## src/rtl/led_pio_arbiter_pkg.sv

```systemverilog
// Shared definitions for the LED PIO arbiter: register offset, FSM states, default width.
package led_pio_arbiter_pkg;

  localparam logic [1:0] DATA_REG       = 2'd0;
  localparam int         DEFAULT_DATA_W = 8;

  typedef enum logic [1:0] {
    IDLE  = 2'd0,
    WRITE = 2'd1,
    READ  = 2'd2,
    DONE  = 2'd3
  } state_t;

endpackage

```

## src/rtl/led_pio_arbiter_rr_pick.sv

```systemverilog
// Combinational round-robin finder: first set request bit after i_last, wrapping around.
module led_pio_arbiter_rr_pick
  import led_pio_arbiter_pkg::*;
#(
  parameter int N     = 4,
  parameter int IDX_W = (N > 1) ? $clog2(N) : 1
) (
  input  logic [N-1:0]     i_req,
  input  logic [IDX_W-1:0] i_last,
  output logic             o_valid,
  output logic [IDX_W-1:0] o_idx
);

  logic [IDX_W-1:0] w_pos;

  // Scan from the farthest offset down so the nearest candidate after i_last wins.
  always_comb begin
    o_valid = 1'b0;
    o_idx   = '0;
    w_pos   = '0;
    for (int k = N; k >= 1; k--) begin
      w_pos = IDX_W'((int'(i_last) + k) % N);
      if (i_req[w_pos]) begin
        o_valid = 1'b1;
        o_idx   = w_pos;
      end
    end
  end

endmodule

```

## src/rtl/led_pio_arbiter.sv

```systemverilog
// Round-robin arbiter sharing one LED PIO slave: grant, write, optional readback, ack.
module led_pio_arbiter
  import led_pio_arbiter_pkg::*;
#(
  parameter int N_REQ  = 4,
  parameter int DATA_W = DEFAULT_DATA_W,
  parameter int VERIFY = 1,
  localparam int IDX_W = (N_REQ > 1) ? $clog2(N_REQ) : 1
) (
  input  logic                    clk,
  input  logic                    reset,
  input  logic [N_REQ-1:0]        req,
  input  logic [N_REQ*DATA_W-1:0] req_data,
  output logic [N_REQ-1:0]        ack,
  output logic                    err,
  output logic                    busy,
  output logic [IDX_W-1:0]        owner,
  output logic [1:0]              pio_address,
  output logic                    pio_chipselect,
  output logic                    pio_write_n,
  output logic [DATA_W-1:0]       pio_writedata,
  input  logic [DATA_W-1:0]       pio_readdata
);

  state_t            r_state, w_nextState;
  logic [IDX_W-1:0]  r_owner, r_last, w_pickIdx;
  logic              w_pickValid;
  logic [DATA_W-1:0] r_heldData;
  logic [N_REQ-1:0]  r_ack, w_ack;
  logic              r_err, w_err, r_busy, r_cs, w_cs, r_wn, w_wn;

  led_pio_arbiter_rr_pick #(.N(N_REQ), .IDX_W(IDX_W)) u_pick (
    .i_req   (req),
    .i_last  (r_last),
    .o_valid (w_pickValid),
    .o_idx   (w_pickIdx)
  );

  // Outputs are computed for the state being entered and registered, so the
  // strobes, ack and err line up with the state they belong to.
  always_comb begin
    w_nextState = r_state;
    w_ack       = '0;
    w_err       = 1'b0;
    w_cs        = 1'b0;
    w_wn        = 1'b1;
    case (r_state)
      IDLE: begin
        if (w_pickValid) begin
          w_nextState = WRITE;
          w_cs        = 1'b1;
          w_wn        = 1'b0;
        end
      end
      WRITE: begin
        if (VERIFY != 0) begin
          w_nextState = READ;
          w_cs        = 1'b1;
        end else begin
          w_nextState    = DONE;
          w_ack[r_owner] = 1'b1;
        end
      end
      READ: begin
        w_nextState    = DONE;
        w_ack[r_owner] = 1'b1;
        w_err          = (pio_readdata != r_heldData);
      end
      DONE:    w_nextState = IDLE;
      default: w_nextState = IDLE;
    endcase
  end

  always_ff @(posedge clk or posedge reset) begin
    if (reset) begin
      r_state <= IDLE;
      r_ack   <= '0;
      r_err   <= 1'b0;
      r_busy  <= 1'b0;
      r_cs    <= 1'b0;
      r_wn    <= 1'b1;
    end else begin
      r_state <= w_nextState;
      r_ack   <= w_ack;
      r_err   <= w_err;
      r_busy  <= (w_nextState != IDLE);
      r_cs    <= w_cs;
      r_wn    <= w_wn;
    end
  end

  // Owner and data are captured at grant; the pointer advances only on completion.
  always_ff @(posedge clk or posedge reset) begin
    if (reset) begin
      r_owner    <= '0;
      r_last     <= IDX_W'(N_REQ - 1);
      r_heldData <= '0;
    end else begin
      if (r_state == IDLE && w_pickValid) begin
        r_owner    <= w_pickIdx;
        r_heldData <= req_data[w_pickIdx*DATA_W +: DATA_W];
      end
      if (r_state == DONE) r_last <= r_owner;
    end
  end

  assign ack            = r_ack;
  assign err            = r_err;
  assign busy           = r_busy;
  assign owner          = r_owner;
  assign pio_address    = DATA_REG;
  assign pio_chipselect = r_cs;
  assign pio_write_n    = r_wn;
  assign pio_writedata  = r_heldData;

endmodule

```

## config.mk

```make
export PLATFORM = sky130hd
export DESIGN_NAME = led_pio_arbiter
export DESIGN_NICKNAME = d
export VERILOG_FILES = /design/src/rtl/led_pio_arbiter_pkg.sv /design/src/rtl/led_pio_arbiter_rr_pick.sv /design/src/rtl/led_pio_arbiter.sv
export SDC_FILE = /design/constraint.sdc
export NUM_CORES = 1
export LEC_CHECK = 0
export CAP_MARGIN = 20
export CORE_ASPECT_RATIO = 0.9
export CORE_MARGIN = 3
export CORE_UTILIZATION = 35
export CTS_CLUSTER_SIZE = 8
export DETAILED_ROUTE_END_ITERATION = 8
export HOLD_SLACK_MARGIN = 0.1
export PLACE_DENSITY_LB_ADDON = 0.12
export REMOVE_ABC_BUFFERS = 1
export SYNTH_ARGS = -nofsm -noshare
export SYNTH_HDL_FRONTEND = slang
export SYNTH_SLANG_ARGS = --single-unit
```

## constraint.sdc

```tcl
create_clock -name clk -period 1.5 [get_ports clk]
set_input_delay 0.375 -clock clk [delete_from_list [all_inputs] [get_ports clk]]
set_output_delay 0.375 -clock clk [all_outputs]
set_load 0.02 [all_outputs]
```

# Yosys cells after proc, flatten, opt, wreduce, memory -nomap -nowiden
# Cells that the tools add are included.
[word_totals]
elab_cells = 54
output_inout_bits = 20
register_bits = 22
[classes]
muxes = 26
reduce_logical = 4
n_eq_ne = 4
addsub = 4
n_shift = 1
magnitude_cmp = 6
[ops]
columns = ["cell", "count"]
rows = [
  ["$shiftx A32 B6 Y8", 1],
  ["$lt A2 B3 Y1 const B", 5],
  ["$mux W1", 13],
  ["$mux W2", 5],
  ["$bmux W1 S2", 4],
  ["$ne A8 B8 Y1", 1],
  ["$pmux W2 S4", 1],
  ["$add A2 B1 Y2 const B", 2],
  ["$add A2 B2 Y2 const B", 2],
  ["$eq A2 B2 Y1 const B", 2],
  ["$mux W4", 1],
  ["$demux W1 S2", 1],
  ["$eq A2 B1 Y1 const B", 1],
  ["$ge A2 B1 Y1 const B", 1],
  ["$logic_and A1 B1 Y1", 2],
  ["$logic_not A2 Y1", 1],
  ["$pmux W1 S2", 1],
  ["$reduce_bool A2 Y1", 1],
]

# Longest topological paths before layout
[depth]
ltp_word = 10
mapped_depth = 7
ltp_nobuf = 5

# By module
# Synthesis repeated with hierarchy kept, for this count alone.
[unflattened]
cells_unflattened = 91
hier_area_um2 = 1209.9
[modules_own_cells]
columns = ["mod", "cells_per_inst", "instances", "seq_area_each_um2", "area_per_inst_um2"]
rows = [
  ["led_pio_arbiter", 77, 1, 554.3, 1118.6],
  ["led_pio_arbiter_rr_pick", 14, 1, 0.0, 91.3],
]

# Worst setup path after synthesis
# OpenSTA, ideal clock, no wires.
[synth_timing]
path_kind = "register to register"
start = "register r_last[0]"
end = "register r_heldData[0], in the netlist pio_writedata[0]"
synth_period_minus_slack_ns = 1.626
n_path_buf = 2
setup_ns = 0.138
path_stages_with_launch = 8
setup_slack_ns = -0.126
t_arrival_ns = 1.488
cell_sequence = "dfstp_2 nand2b_1 a21oi_1 a211oi_2 buf_6 buf_12 mux2i_1 o221ai_1"
[synth_between]
elab_chain_len = 8
elab_cells_between_ends = 22
cone_classes = "add/sub: 4; shift: 1; mux: 16; reduce/logical: 1"
[synth_lines]
columns = ["element", "line", "rtl"]
rows = [
  ["from (decl)", "led_pio_arbiter.sv:26", "logic [IDX_W-1:0] r_owner, r_last, w_pickIdx;"],
  ["from (signal assigned)", "led_pio_arbiter.sv:96", "r_last <= IDX_W'(N_REQ - 1);"],
  ["from (signal assigned)", "led_pio_arbiter.sv:103", "if (r_state == DONE) r_last <= r_owner;"],
  ["$add A2 B1 Y2", "led_pio_arbiter_rr_pick.sv:22", "w_pos = IDX_W'((int'(i_last) + k) % N);"],
  ["$bmux W1 S2", "led_pio_arbiter_rr_pick.sv:23", "if (i_req[w_pos]) begin"],
  ["$mux W1 (not written as such)", "led_pio_arbiter_rr_pick.sv:23", ""],
  ["$mux W2 / $mux W1 (equally long branches) (4 in series)", "led_pio_arbiter_rr_pick.sv:23", ""],
  ["$shiftx A32 B6 Y8 / $logic_and A1 B1 Y1 (equally long branches)", "led_pio_arbiter.sv:101, led_pio_arbiter.sv:99", ""],
  ["to (signal assigned)", "led_pio_arbiter.sv:101", "r_heldData <= req_data[w_pickIdx*DATA_W +: DATA_W];"],
  ["to (decl)", "led_pio_arbiter.sv:28", "logic [DATA_W-1:0] r_heldData;"],
]
# Parallel ways exist; a longest one is shown, timed or not. The select of a mux whose other input is x is not followed.
# A chain may end at the register's enable or synchronous reset.

# Worst setup path after layout
# Same ends and word-level chain as after synthesis.

==> results.json <==
{
  "status": "finished, violations left",
  "violations": "setup timing",
  "peakVddDrop_v": 0.00104,
  "total_leakage_power_nw": 1.05,
  "final_area_sq_mm": 0.00218,
  "utilization": 0.679,
  "postRouteAntennaNets": 0,
  "crit_path_max_incr_delay_ps": 560,
  "die_h_um": 62.2,
  "syn_area_sq_mm": 0.00123,
  "crit_fanout": 5,
  "clock_latency_ps": 260,
  "grt_max_degree": 23,
  "start_util": 0.382,
  "crit_path_top_delay_cell": "dfstp_2",
  "yosys_warnings": 0,
  "cts_tree": "yes",
  "place_ws_ps": -615,
  "max_freq_mhz": 570,
  "dpl_cell_area_sq_mm": 0.00202,
  "hold_viol": 0,
  "finClkSkew_ps": 2.93,
  "clockBufferDepth": 2,
  "cp-start-kind": "register",
  "htreeDepth": 1,
  "antenna_found_initial": 0,
  "num_vias": 1157,
  "die_w_um": 68.4,
  "synth.distinct_cells": 30,
  "cp-startpoint": "r_last[0]$_DFFE_PP1N_",
  "path_cells": "nand2b_4 > a21oi_2 > a211oi_4 > buf_6 > buf_12 > mux2i_1 > o221ai_2",
  "syn2layout_area_growth_pct": 77.6,
  "reg2reg_from": "r_last[0]$_DFFE_PP1N_",
  "critPathTopFamily": "flip-flops",
  "grt_use_total": 0.172,
  "syn_inst": 112,
  "n_antenna_cell": 0,
  "die_area_sq_mm": 0.00425,
  "synth-seq-cells": 22,
  "postSynthAreaPerCell_sq_um": 11.0,
  "max_cap_violations": 0,
  "clock_sinks": 22,
  "ios": 66,
  "gp_congestion": 0.833,
  "cts_buffers": 3,
  "critical_path_buf_inv_count": 2,
  "drc": 0,
  "setup_slack_ps": -255,
  "arrival_ps": 1900,
  "layout-drive-gt1-share": 0.234,
  "power_mw": 3.87,
  "final_nets": 248,
  "grt_pass1_vias": 1215,
  "yosysSeqAreaShare": 0.452,
  "fin_crit_sh": 1.17,
  "overflow": 0,
  "cts-root-buf": "clkbuf_8",
  "tns_ps": -1590,
  "dp_hpwl_mm": 2.69,
  "avgRoutedWirePerCell_um": 14.4,
  "clk_pin_slew_ps": 70,
  "rsz0062_at_grt": "true",
  "drv_slew": 0,
  "drt_iter0_drc": 38,
  "coreArea_sq_mm": 0.00321,
  "rows": 19,
  "crit_type": "reg -> reg",
  "port_buffers": 63,
  "power.density_mw_per_mm2": 1770,
  "required_ps": 1640,
  "hp-class": "in -> async",
  "end_kind": "register",
  "grt_pass1_wl_mm": 5.54,
  "first_pass_iters": 4,
  "viasPerCell": 4.84,
  "totalWireLength_mm": 3.44,
  "setup_viol": 9,
  "fin_crit_ps": 1760,
  "fill_cells": 274
}
-- through the flow --
step | cells | hold slack [ps]
after floorplan | 106 | 362
after global placement | 230 | 509
after detailed placement | 230 | 522
after CTS | 239 | 435
after global routing | 239 | 466
final | 239 | 430
-- what timing repair did --
| action | CTS | global route |
|---|---|---|
| pin swaps | 4 | 6 |
| setup buffers | 3 | 0 |
| gates resized for setup | 29 | 8 |
| hold buffers | 0 | 0 |
| endpoints found under the setup margin | 29 | 12 |
| cloned | 2 | 0 |
-- final timing paths --
kind,end,slack (ps),depth (start not counted)
max in group asynchronous,r_last[0]$_DFFE_PP1N_,790,3
max reg2reg,pio_writedata[0]$_DFFE_PP0P_,-260,7
max,pio_writedata[0]$_DFFE_PP0P_,-260,7
min reg2reg,pio_writedata[6]$_DFFE_PP0P_,520,2
min in group clk,pio_writedata[6]$_DFFE_PP0P_,520,2
min,r_state[0]$_DFF_PP0_,430,3
-- registers in the layout, summed over array words and instances, names as in the netlist --
| register | count |
|---|---|
| owner | 2 |
| busy | 1 |
| ack | 4 |
| err | 1 |
| pio_writedata | 8 |
| pio_chipselect | 1 |
| pio_write_n | 1 |
| r_last | 2 |
| r_state | 2 |
-- layout make-up --
type / instances / area [sq um] / share of cell area
Inverter: 6 / 22.5 / 0.0103
Multi-Input combinational cell: 78 / 651 / 0.299
Timing Repair Buffer: 87 / 845 / 0.387
Clock buffer: 4 / 55.1 / 0.0253
Sequential cell: 22 / 554 / 0.254
Tap cell: 42 / 52.6 / 0.0241
-- layer usage --
layer / routed length (um) / vias up / track usage / share of wire
met5: 0 / - / 0 / 0
met4: 49 / 0 / 0.0521 / 0.014
met3: 237 / 6 / 0.0505 / 0.069
met2: 1850 / 42 / 0.299 / 0.54
met1: 1300 / 547 / 0.197 / 0.38
li1: - / 562 / - / -
-- report_power, final --
part / internal (mW) / total, mW / switching (mW)
Combinational: 1.26 / 2.40 / 1.14
Sequential: 0.892 / 1.05 / 0.160
Clock: 0.234 / 0.416 / 0.182
-- worst min-delay path: cells and delay by family --
| kind | cells | cell delay, ps |
|---|---|---|
| buffers and inverters | 3 | 710 |
-- cell families (layout without fill, tap and decap cells) --
| logic type | Yosys count | in the layout | share of synthesized area |
|---|---|---|---|
| adder cells (fa/ha/maj) | 4 | 4 | 0.0408 |
| multiplexers | 18 | 18 | 0.148 |
| XOR/XNOR | 8 | 8 | 0.0571 |
| AND/OR/NAND/NOR | 27 | 27 | 0.108 |
| flip-flops | 22 | 22 | 0.452 |
| AO/OA/AOI/OAI | 19 | 19 | 0.123 |
| buffers and inverters | 13 | 97 | 0.0683 |
| other | 1 | 2 | 0.00306 |
-- placed cells by master (no fill, tap or decap), drive strengths merged, types with 3 or more instances in the layout --
| master | n |
|---|---|
| nand2 | 14 |
| mux2i | 17 |
| inv | 6 |
| a21oi | 3 |
| clkdlybuf4s50 | 41 |
| dfrtp | 19 |
| xor2 | 8 |
| ha | 4 |
| dfstp | 3 |
| nand2b | 4 |
| buf | 24 |
| clkbuf | 4 |
| o221ai | 8 |
| dlygate4sd2 | 21 |
-- Yosys cell counts --
library cell / number / area (sq um)
a211oi_1: 1 / 7.51
a211oi_2: 1 / 12.5
a21boi_0: 1 / 7.51
a21oi_1: 3 / 15.0
and3_1: 1 / 6.26
and3b_1: 1 / 8.76
buf_12: 1 / 20.0
buf_2: 2 / 10.0
buf_4: 2 / 15.0
buf_6: 1 / 11.3
clkbuf_2: 1 / 5.00
conb_1: 1 / 3.75
dfrtp_1: 19 / 475
dfstp_2: 3 / 78.8
ha_1: 4 / 50.1
inv_1: 6 / 22.5
mux2_2: 1 / 11.3
mux2i_1: 17 / 170
nand2_1: 14 / 52.6
nand2b_1: 4 / 25.0
nor2_1: 2 / 7.51
nor3b_1: 1 / 7.51
nor4_1: 2 / 12.5
o21ai_0: 1 / 5.00
o21ai_1: 1 / 5.00
o221ai_1: 8 / 70.1
o22ai_1: 2 / 12.5
o41ai_2: 1 / 16.3
or2_2: 2 / 12.5
xor2_1: 8 / 70.1
Power figures use the tool's default switching activity.
